==> config.mk <==
export PLATFORM = sky130hd
export DESIGN_NAME = fifo_rd_ctrl
export DESIGN_NICKNAME = d
export VERILOG_FILES = /design/src/rtl/fifo_pkg.sv /design/src/rtl/fifo_rd_ctrl.sv
export SDC_FILE = /design/constraint.sdc
export NUM_CORES = 1
export LEC_CHECK = 0
export BUFFER_PORTS_ARGS = -buffer_cell sky130_fd_sc_hd__buf_2
export CAP_MARGIN = 20
export CORE_MARGIN = 3
export CORE_UTILIZATION = 45
export DETAILED_ROUTE_END_ITERATION = 7
export PLACE_DENSITY = 0.75
export SLEW_MARGIN = 20
export SYNTH_ARGS = -nofsm -noshare
export SYNTH_HDL_FRONTEND = slang
export SYNTH_SLANG_ARGS = --single-unit
==> constraint.sdc <==
create_clock -name rd_clk -period 9.5 [get_ports rd_clk]
set_clock_uncertainty 0.2 [all_clocks]
set_input_delay 2.85 -clock rd_clk [delete_from_list [all_inputs] [get_ports rd_clk]]
set_output_delay 2.85 -clock rd_clk [all_outputs]
set_load 0.01 [all_outputs]
==> src/rtl/fifo_pkg.sv <==
// Shared async-FIFO helpers: Gray conversion and the default pointer type.
// Used by both the read- and write-side controllers.
package fifo_pkg;

  // The converters work on a fixed wide vector. A narrower pointer is
  // zero-extended on the way in and truncated on the way out. Zero upper bits
  // do not change the result for either conversion, so one function covers
  // every pointer width up to MaxPtrW.
  localparam int unsigned MaxPtrW      = 32;
  localparam int unsigned DefAddrWidth = 8;

  typedef logic [DefAddrWidth:0] ptr_t;

  function automatic logic [MaxPtrW-1:0] bin2gray(input logic [MaxPtrW-1:0] bin);
    return bin ^ (bin >> 1);
  endfunction

  function automatic logic [MaxPtrW-1:0] gray2bin(input logic [MaxPtrW-1:0] gray);
    logic [MaxPtrW-1:0] bin;
    bin[MaxPtrW-1] = gray[MaxPtrW-1];
    for (int i = MaxPtrW - 2; i >= 0; i--) begin
      bin[i] = bin[i+1] ^ gray[i];
    end
    return bin;
  endfunction

endpackage

==> src/rtl/fifo_rd_ctrl.sv <==
// Read-side controller of the async FIFO, in the rd_clk domain.
// It owns the read pointer in binary and Gray form. From the synchronised Gray
// write pointer it derives empty, almost_empty, the fill level and a sticky
// underflow flag.
module fifo_rd_ctrl
  import fifo_pkg::*;
#(
  parameter int unsigned Addr_Width = 8,
  parameter int unsigned AE_Thresh  = 4
) (
  input  logic                  rd_clk,
  input  logic                  rd_rstn,
  input  logic [Addr_Width:0]   wr_ptr_sync,
  input  logic                  rd_en,
  input  logic                  underflow_clr,
  output logic [Addr_Width-1:0] rd_addr,
  output logic [Addr_Width:0]   rd_ptr,
  output logic                  empty,
  output logic                  almost_empty,
  output logic [Addr_Width:0]   rd_level,
  output logic                  underflow
);

  typedef logic [Addr_Width:0] lptr_t;

  localparam lptr_t AeThresh = lptr_t'(AE_Thresh);

  lptr_t rd_bin_q,   rd_bin_d;
  lptr_t rd_gray_q,  rd_gray_d;
  lptr_t rd_level_q, rd_level_d;
  logic  empty_q,    empty_d;
  logic  ae_q,       ae_d;
  logic  uflow_q,    uflow_d;
  logic  rd_fire;
  lptr_t wr_bin;

  // Next pointer and flags. The flags use the post-pop pointer and the current
  // write pointer, so a simultaneous pop and write is accounted in one edge.
  always_comb begin
    rd_fire    = rd_en & ~empty_q;
    rd_bin_d   = rd_bin_q + lptr_t'(rd_fire);
    rd_gray_d  = lptr_t'(bin2gray(MaxPtrW'(rd_bin_d)));
    wr_bin     = lptr_t'(gray2bin(MaxPtrW'(wr_ptr_sync)));
    rd_level_d = wr_bin - rd_bin_d;
    empty_d    = (rd_gray_d == wr_ptr_sync);
    ae_d       = (rd_level_d <= AeThresh);
    // Setting the flag takes priority over clearing it in the same cycle.
    uflow_d    = (rd_en & empty_q) | (uflow_q & ~underflow_clr);
  end

  // Pointer and status registers. Reset forces the empty state at once.
  always_ff @(posedge rd_clk or negedge rd_rstn) begin
    if (!rd_rstn) begin
      rd_bin_q   <= '0;
      rd_gray_q  <= '0;
      rd_level_q <= '0;
      empty_q    <= 1'b1;
      ae_q       <= 1'b1;
      uflow_q    <= 1'b0;
    end else begin
      rd_bin_q   <= rd_bin_d;
      rd_gray_q  <= rd_gray_d;
      rd_level_q <= rd_level_d;
      empty_q    <= empty_d;
      ae_q       <= ae_d;
      uflow_q    <= uflow_d;
    end
  end

  assign rd_addr      = rd_bin_q[Addr_Width-1:0];
  assign rd_ptr       = rd_gray_q;
  assign empty        = empty_q;
  assign almost_empty = ae_q;
  assign rd_level     = rd_level_q;
  assign underflow    = uflow_q;

endmodule
==> results of run 1 <==
## worst max path at each step
stage / from / endpoint / slack [ps]
6_report: wr_ptr_sync[8] / almost_empty / 3080
5_1_grt: wr_ptr_sync[8] / almost_empty / 2770
4_1_cts: wr_ptr_sync[8] / almost_empty / 3050
3_5_place_dp: wr_ptr_sync[8] / almost_empty / 2710
3_3_place_gp: wr_ptr_sync[8] / almost_empty / 2890
2_1_floorplan: wr_ptr_sync[8] / almost_empty / 3180
## worst max-delay path, delay by kind of cell
family                     cells  cell delay (ps)
AOI/OAI and AO/OA              4              830
xor gates and xnor gates       7             1660
adders and majority gates      2              610
buffers and inverters          2              170
and+or+nand+nor                1              310
## state kept, by name, indices dropped and copies added (netlist names)
signal,flops
empty,1
almost_empty,1
rd_ptr,8
rd_level,9
rd_bin_q,9
underflow,1
## synth_stat cells
master,count
xor3_2,1
o221ai_1,1
and3_1,3
o21a_1,3
and2_1,2
dfrtp_1,27
fa_1,1
a21oi_1,4
o31ai_1,1
nand3_1,4
nor2b_1,1
xnor3_2,1
nand2b_1,2
o21ai_0,6
a22oi_1,1
a21o_1,2
nand2_1,3
a2111oi_0,1
inv_1,13
mux2i_1,1
xor2_1,16
xnor2_2,1
ha_1,10
nand3b_1,2
nor4b_1,1
xor2_2,2
a211oi_1,3
nand4_1,1
dfstp_2,2
nor3_1,2
xnor2_1,15
nor2_1,12
## power by group through the flow
stage | sequential (mW) | clock, mW | combinational [mW]
after floorplan | 0.227 | 0 | 0.270
after global placement | 0.200 | 0 | 0.397
after detailed placement | 0.202 | 0 | 0.404
after CTS | 0.200 | 0.0734 | 0.407
after global routing | 0.205 | 0.0803 | 0.453
final | 0.199 | 0.0705 | 0.403
## stage by stage
step | instance area [um2] | hold WS, ps
floorplan | 1610 | 322
global placement | 1870 | 313
detailed placement | 1870 | 328
CTS | 1930 | 342
global route | 1930 | 397
finish | 1930 | 333
## metal layers
layer  vias to the layer above  routed length, um  global-route usage
met4                         0                 60              0.0777
met1                       519               1390               0.186
li1                        583                  -                   -
met2                        31               1350               0.252
met5                         -                  0                   0
met3                         5                210              0.0646
## cell families after synthesis
logic type,count (synthesis)
flops,29
xor+xnor,36
fa+ha+maj,11
simple gates,33
buf+inv,13
mux,1
compound gates,22
## final cells by class
class / instances / area [um2]
clock buffers: 5 / 37.5
clock inverters: 3 / 17.5
fillers: 312 / 1460
inverters: 13 / 48.8
multi-input cells: 103 / 833
flip-flops and latches: 29 / 728
well taps: 46 / 57.6
repair buffers: 41 / 205
==> results by group, run 1 <==
Yosys
  • Synth Area in Compound Gates: 0.0886
  • Synth warn: 0
  • Syn Area/Cell: 11.1 um2
  • Sequential share of the synthesized area: 0.452
  • Top cell type's share of synthesized area: 0.420
  • Synth Register Bits: 29
  • Netlist cell types: 32
  • Synth area leader: dfrtp_1
  • Mapped Nets: 169
  • Largest family of logic cells by synthesized area: XOR/XNOR gates
  • Post-Synthesis Cell Area: 1610 um2
  • Mux cell area share after synthesis: 0.00622
  • Mapped Cells: 145
  • Synth area leaders: dfrtp_1 (42%), xor2_1 (8.7%), xnor2_1 (8.2%)
  • Synth Area in XOR/XNOR: 0.229
  • Adder and majority cell fraction of the synthesized area: 0.0901
  • Simple-gate area share of the yosys netlist: 0.103

Worst setup path
  • Arr. time, crit path: 6450 ps
  • CP Capture Type: register
  • Critical path's slowest cell: xor3_2
  • Worst reg-to-reg path cell count: 12
  • Critical path fanouts, max: 3
  • Max incr delay on CP: 470 ps
  • Crit start category: input pin
  • FF-to-FF Start: empty
  • Crit Path Class: in2reg
  • RR Endpoint: almost_empty
  • Worst path cell trace: buf_2 -> xor3_2 -> xor2_2 -> xnor2_2 -> xor2_2 -> xnor3_2 -> xnor2_1 -> ha_1 -> inv_1 -> fa_1 -> a211oi_1 -> o21ai_0 -> a21o_1 -> a21oi_1 -> xnor2_1 -> nor4b_1
  • CP required: 9530 ps
  • Worst R2R Setup Slack: 5940 ps

Clock network
  • Root buffer cell: clkbuf_4
  • # resized after CTS: 0
  • Deepest clock path buffer count: 2
  • Clock transition at path regs: 90 ps
  • Hold_buf cts: 0
  • Postcts setup bufs: 0
  • CTS tree: done
  • CTS Buf Count: 5
  • Skew-Pair Late Insertion Delay: 330 ps
  • H-Tree Depth: 2
  • Clk sinks: 29

Layout
  • Layout area overhead: 19.7%
  • Layout cells sized above 1: 0.289
  • Ant. Diodes: 0
  • Core Util, Final: 0.569
  • Most frequent cells in the layout: buf_2 (41), dfrtp_1 (27), xor2_1 (16)
  • Most common cell after layout, fill and taps aside: buf_2
  • Final nets: 217
  • Layout Cells excl Fill: 240

STA
  • Slew HR: 0.559
  • Fin crit share: 0.676
  • Setup ws final: 3080 ps
  • Final Hold Viols: 0
  • Final Critical Period: 6420 ps
  • Endpoints failing setup: 0
  • Worst-margin pin slew: 659 ps
  • Fmax: 0.156 GHz
  • RSZ-0062 raised after global routing: false
  • Setup TNS: 0 ps
  • Slew Viols, Final: 0

Placement
  • Buffers on Ports: 41
  • # placed instances: 232
  • Gpl congestion: 0.817
  • Place WS: 2710 ps
  • Hpwl dp: 2.38 mm

Floorplan
  • Die Ht: 65.8 um
  • Die width: 65.8 um
  • Initial core utilization: 0.475
  • Core Box Area: 3390 um2
  • # rows: 21
  • Die area: 4330 um2
  • I/O pins: 42

Routing
  • Drt wl/cell: 12.5 um
  • Drt pass-1 iters: 4
  • DRT antenna net count: 0
  • Post-route DRC violation count: 0
  • Avg Vias per Cell: 4.74
  • Vias: 1138
  • Routed WL: 3.01 mm
  • Iter 0 DRT Violations: 33

Status
  • Status: complete, no violations

Pwr
  • Gate power share: 0.599
  • Switching share of power: 0.436
  • Final Total Pwr: 0.673 mW
  • Flop pwr share: 0.296
  • Internal power: 0.379 mW
  • Clock network power share: 0.105
  • Leak Pwr: 0.965 nW
  • Sw Pwr: 0.293 mW
  • P per Cell Area: 349 nW/um2
  • Peak VDD IR: 0.169 mV

Global routing
  • Largest net degree at the start of global routing: 30
  • GRT Util Overall: 0.159
  • Vias in the first global route: 1121
  • First-pass GRT wire length: 5.05 mm
  • Total congestion overflow: 0
  • Initial antenna violation count: 0

Flow run
  • MaxCap Viol Count: 0

Worst hold path
  • Hold crit path type: reg2reg
  • Worst hold stages: 2
  • Hold_sp: empty
  • Hold Path End: underflow
Power figures use the tool's default switching activity.
==> run 2, diff against run 1 <==
--- a/config.mk
+++ b/config.mk
@@ -10,7 +10,7 @@
 export CORE_MARGIN = 3
 export CORE_UTILIZATION = 45
 export DETAILED_ROUTE_END_ITERATION = 7
-export PLACE_DENSITY = 0.75
+export PLACE_DENSITY = 0.77
 export SLEW_MARGIN = 20
 export SYNTH_ARGS = -nofsm -noshare
 export SYNTH_HDL_FRONTEND = slang
==> constraint.sdc (replaced) <==
create_clock -name rd_clk -period 5.15 [get_ports rd_clk]
set_clock_uncertainty 0.2 [all_clocks]
set_input_delay 1.545 -clock rd_clk [delete_from_list [all_inputs] [get_ports rd_clk]]
set_output_delay 1.545 -clock rd_clk [all_outputs]
set_load 0.01 [all_outputs]
==> results by group, run 2 (synthesized netlist as in run 1, its figures left out) <==
Pwr
  • Peak VDD IR: 0.180 mV
  • Leak Pwr: 1.01 nW
  • P per Cell Area: 649 nW/um2
  • Final Total Pwr: 1.30 mW

Status
  • Status: complete, no violations

Routing
  • Avg Vias per Cell: 4.86
  • Drt wl/cell: 12.0 um
  • Routed WL: 3.01 mm
  • Iter 0 DRT Violations: 37
  • DRT antenna net count: 0
  • Post-route DRC violation count: 0
  • Vias: 1214
  • Drt pass-1 iters: 4

Floorplan
  • Die area: 4330 um2
  • I/O pins: 42
  • Die Ht: 65.8 um
  • Die width: 65.8 um
  • Core Box Area: 3390 um2
  • # rows: 21
  • Initial core utilization: 0.475

Placement
  • Gpl congestion: 0.874
  • Place WS: -112 ps
  • Buffers on Ports: 41
  • Hpwl dp: 2.43 mm

Worst hold path
  • Hold crit path type: reg2reg

Clock network
  • Root buffer cell: clkbuf_4
  • Hold_buf cts: 0
  • Postcts setup bufs: 0
  • Clk sinks: 29
  • Clock transition at path regs: 80 ps
  • Skew-Pair Late Insertion Delay: 320 ps
  • CTS Buf Count: 5
  • # resized after CTS: 0
  • Deepest clock path buffer count: 2
  • CTS tree: done
  • H-Tree Depth: 2

Global routing
  • GRT Util Overall: 0.154
  • First-pass GRT wire length: 4.97 mm
  • Vias in the first global route: 1161
  • Initial antenna violation count: 0
  • Largest net degree at the start of global routing: 30
  • Total congestion overflow: 0

Worst setup path
  • Critical path's slowest cell: xor3_2
  • Arr. time, crit path: 4940 ps
  • Crit Path Class: in2reg
  • Worst path cell trace: buf_2 -> xor3_2 -> xor2_2 -> xnor2_2 -> xor2_2 -> xnor3_2 -> xnor2_1 -> ha_1 -> inv_1 -> fa_1 -> a211oi_1 -> o21ai_0 -> a21o_1 -> a21oi_1 -> xnor2_1 -> nor4b_1
  • Critical path fanouts, max: 3
  • Max incr delay on CP: 460 ps
  • CP required: 5180 ps
  • Crit start category: input pin
  • CP Capture Type: register

Layout
  • FF/Latch Area: 728 um2
  • Most common cell after layout, fill and taps aside: buf_2
  • Final nets: 227
  • # fillers: 301
  • Multi-input gate area: 833 um2
  • Layout area overhead: 24.6%
  • Ant. Diodes: 0
  • Layout cells sized above 1: 0.314
  • Most frequent cells in the layout: buf_2 (41), dfrtp_1 (27), xor2_1 (16)

STA
  • Final Critical Period: 4920 ps
  • RSZ-0062 raised after global routing: false
  • Endpoints failing setup: 0
  • Final Hold Viols: 0
  • Slew HR: 0.585
  • Fmax: 0.203 GHz
  • Final hold slack: 341 ps
  • Fin crit share: 0.954
  • Setup ws final: 235 ps
  • Worst-margin pin slew: 622 ps
  • Slew Viols, Final: 0

Flow run
  • MaxCap Viol Count: 0
[run 2: cell type report]
type,count,area share
clock buffers,8,0.0293
inverters,13,0.0243
multi-input cells,103,0.415
flip-flops and latches,29,0.363
well taps,46,0.0287
repair buffers,51,0.140
[run 2: per-stage QoR]
step	TNS (ps)	instances	util	cell area (um2)
global route	0	250	0.592	2010
CTS	0	250	0.592	2010
detailed placement	-112	242	0.575	1950
finish	0	250	0.592	2010
global placement	0	242	0.575	1950
floorplan	0	145	-	1610
[run 2: report_power, final]
part           internal, mW  leakage, nW  switching (mW)
clock network        0.0672       0.0326          0.0711
registers             0.325        0.352          0.0424
logic                 0.367        0.630           0.430
[run 2: path summary, 6_finish.rpt]
check | startpoint | endpoint | slack [ps] | cells after the start
worst max-delay path | wr_ptr_sync[8] | almost_empty | 230 | 16
worst min-delay path | empty | underflow | 340 | 2
worst max register to register | empty | almost_empty | 1790 | 13
worst min register to register | empty | underflow | 340 | 2
max in group asynchronous | rd_rstn | rd_ptr[0] | 3310 | 1
min in group asynchronous | rd_rstn | rd_level[3] | 1030 | 1
[run 2: critical path, delay by kind of cell]
family | cells | cell delay, ps
xor+xnor | 7 | 1570
compound gates | 4 | 810
fa+ha+maj | 2 | 570
simple gates | 1 | 320
buf+inv | 2 | 140
[run 2: metal layers]
metal | global-route usage | vias to the layer above | part of all wire
li1 | - | 600 | -
met1 | 0.185 | 578 | 0.46
met2 | 0.254 | 30 | 0.48
met3 | 0.0476 | 6 | 0.052
met4 | 0.0622 | 0 | 0.015
met5 | 0 | - | 0
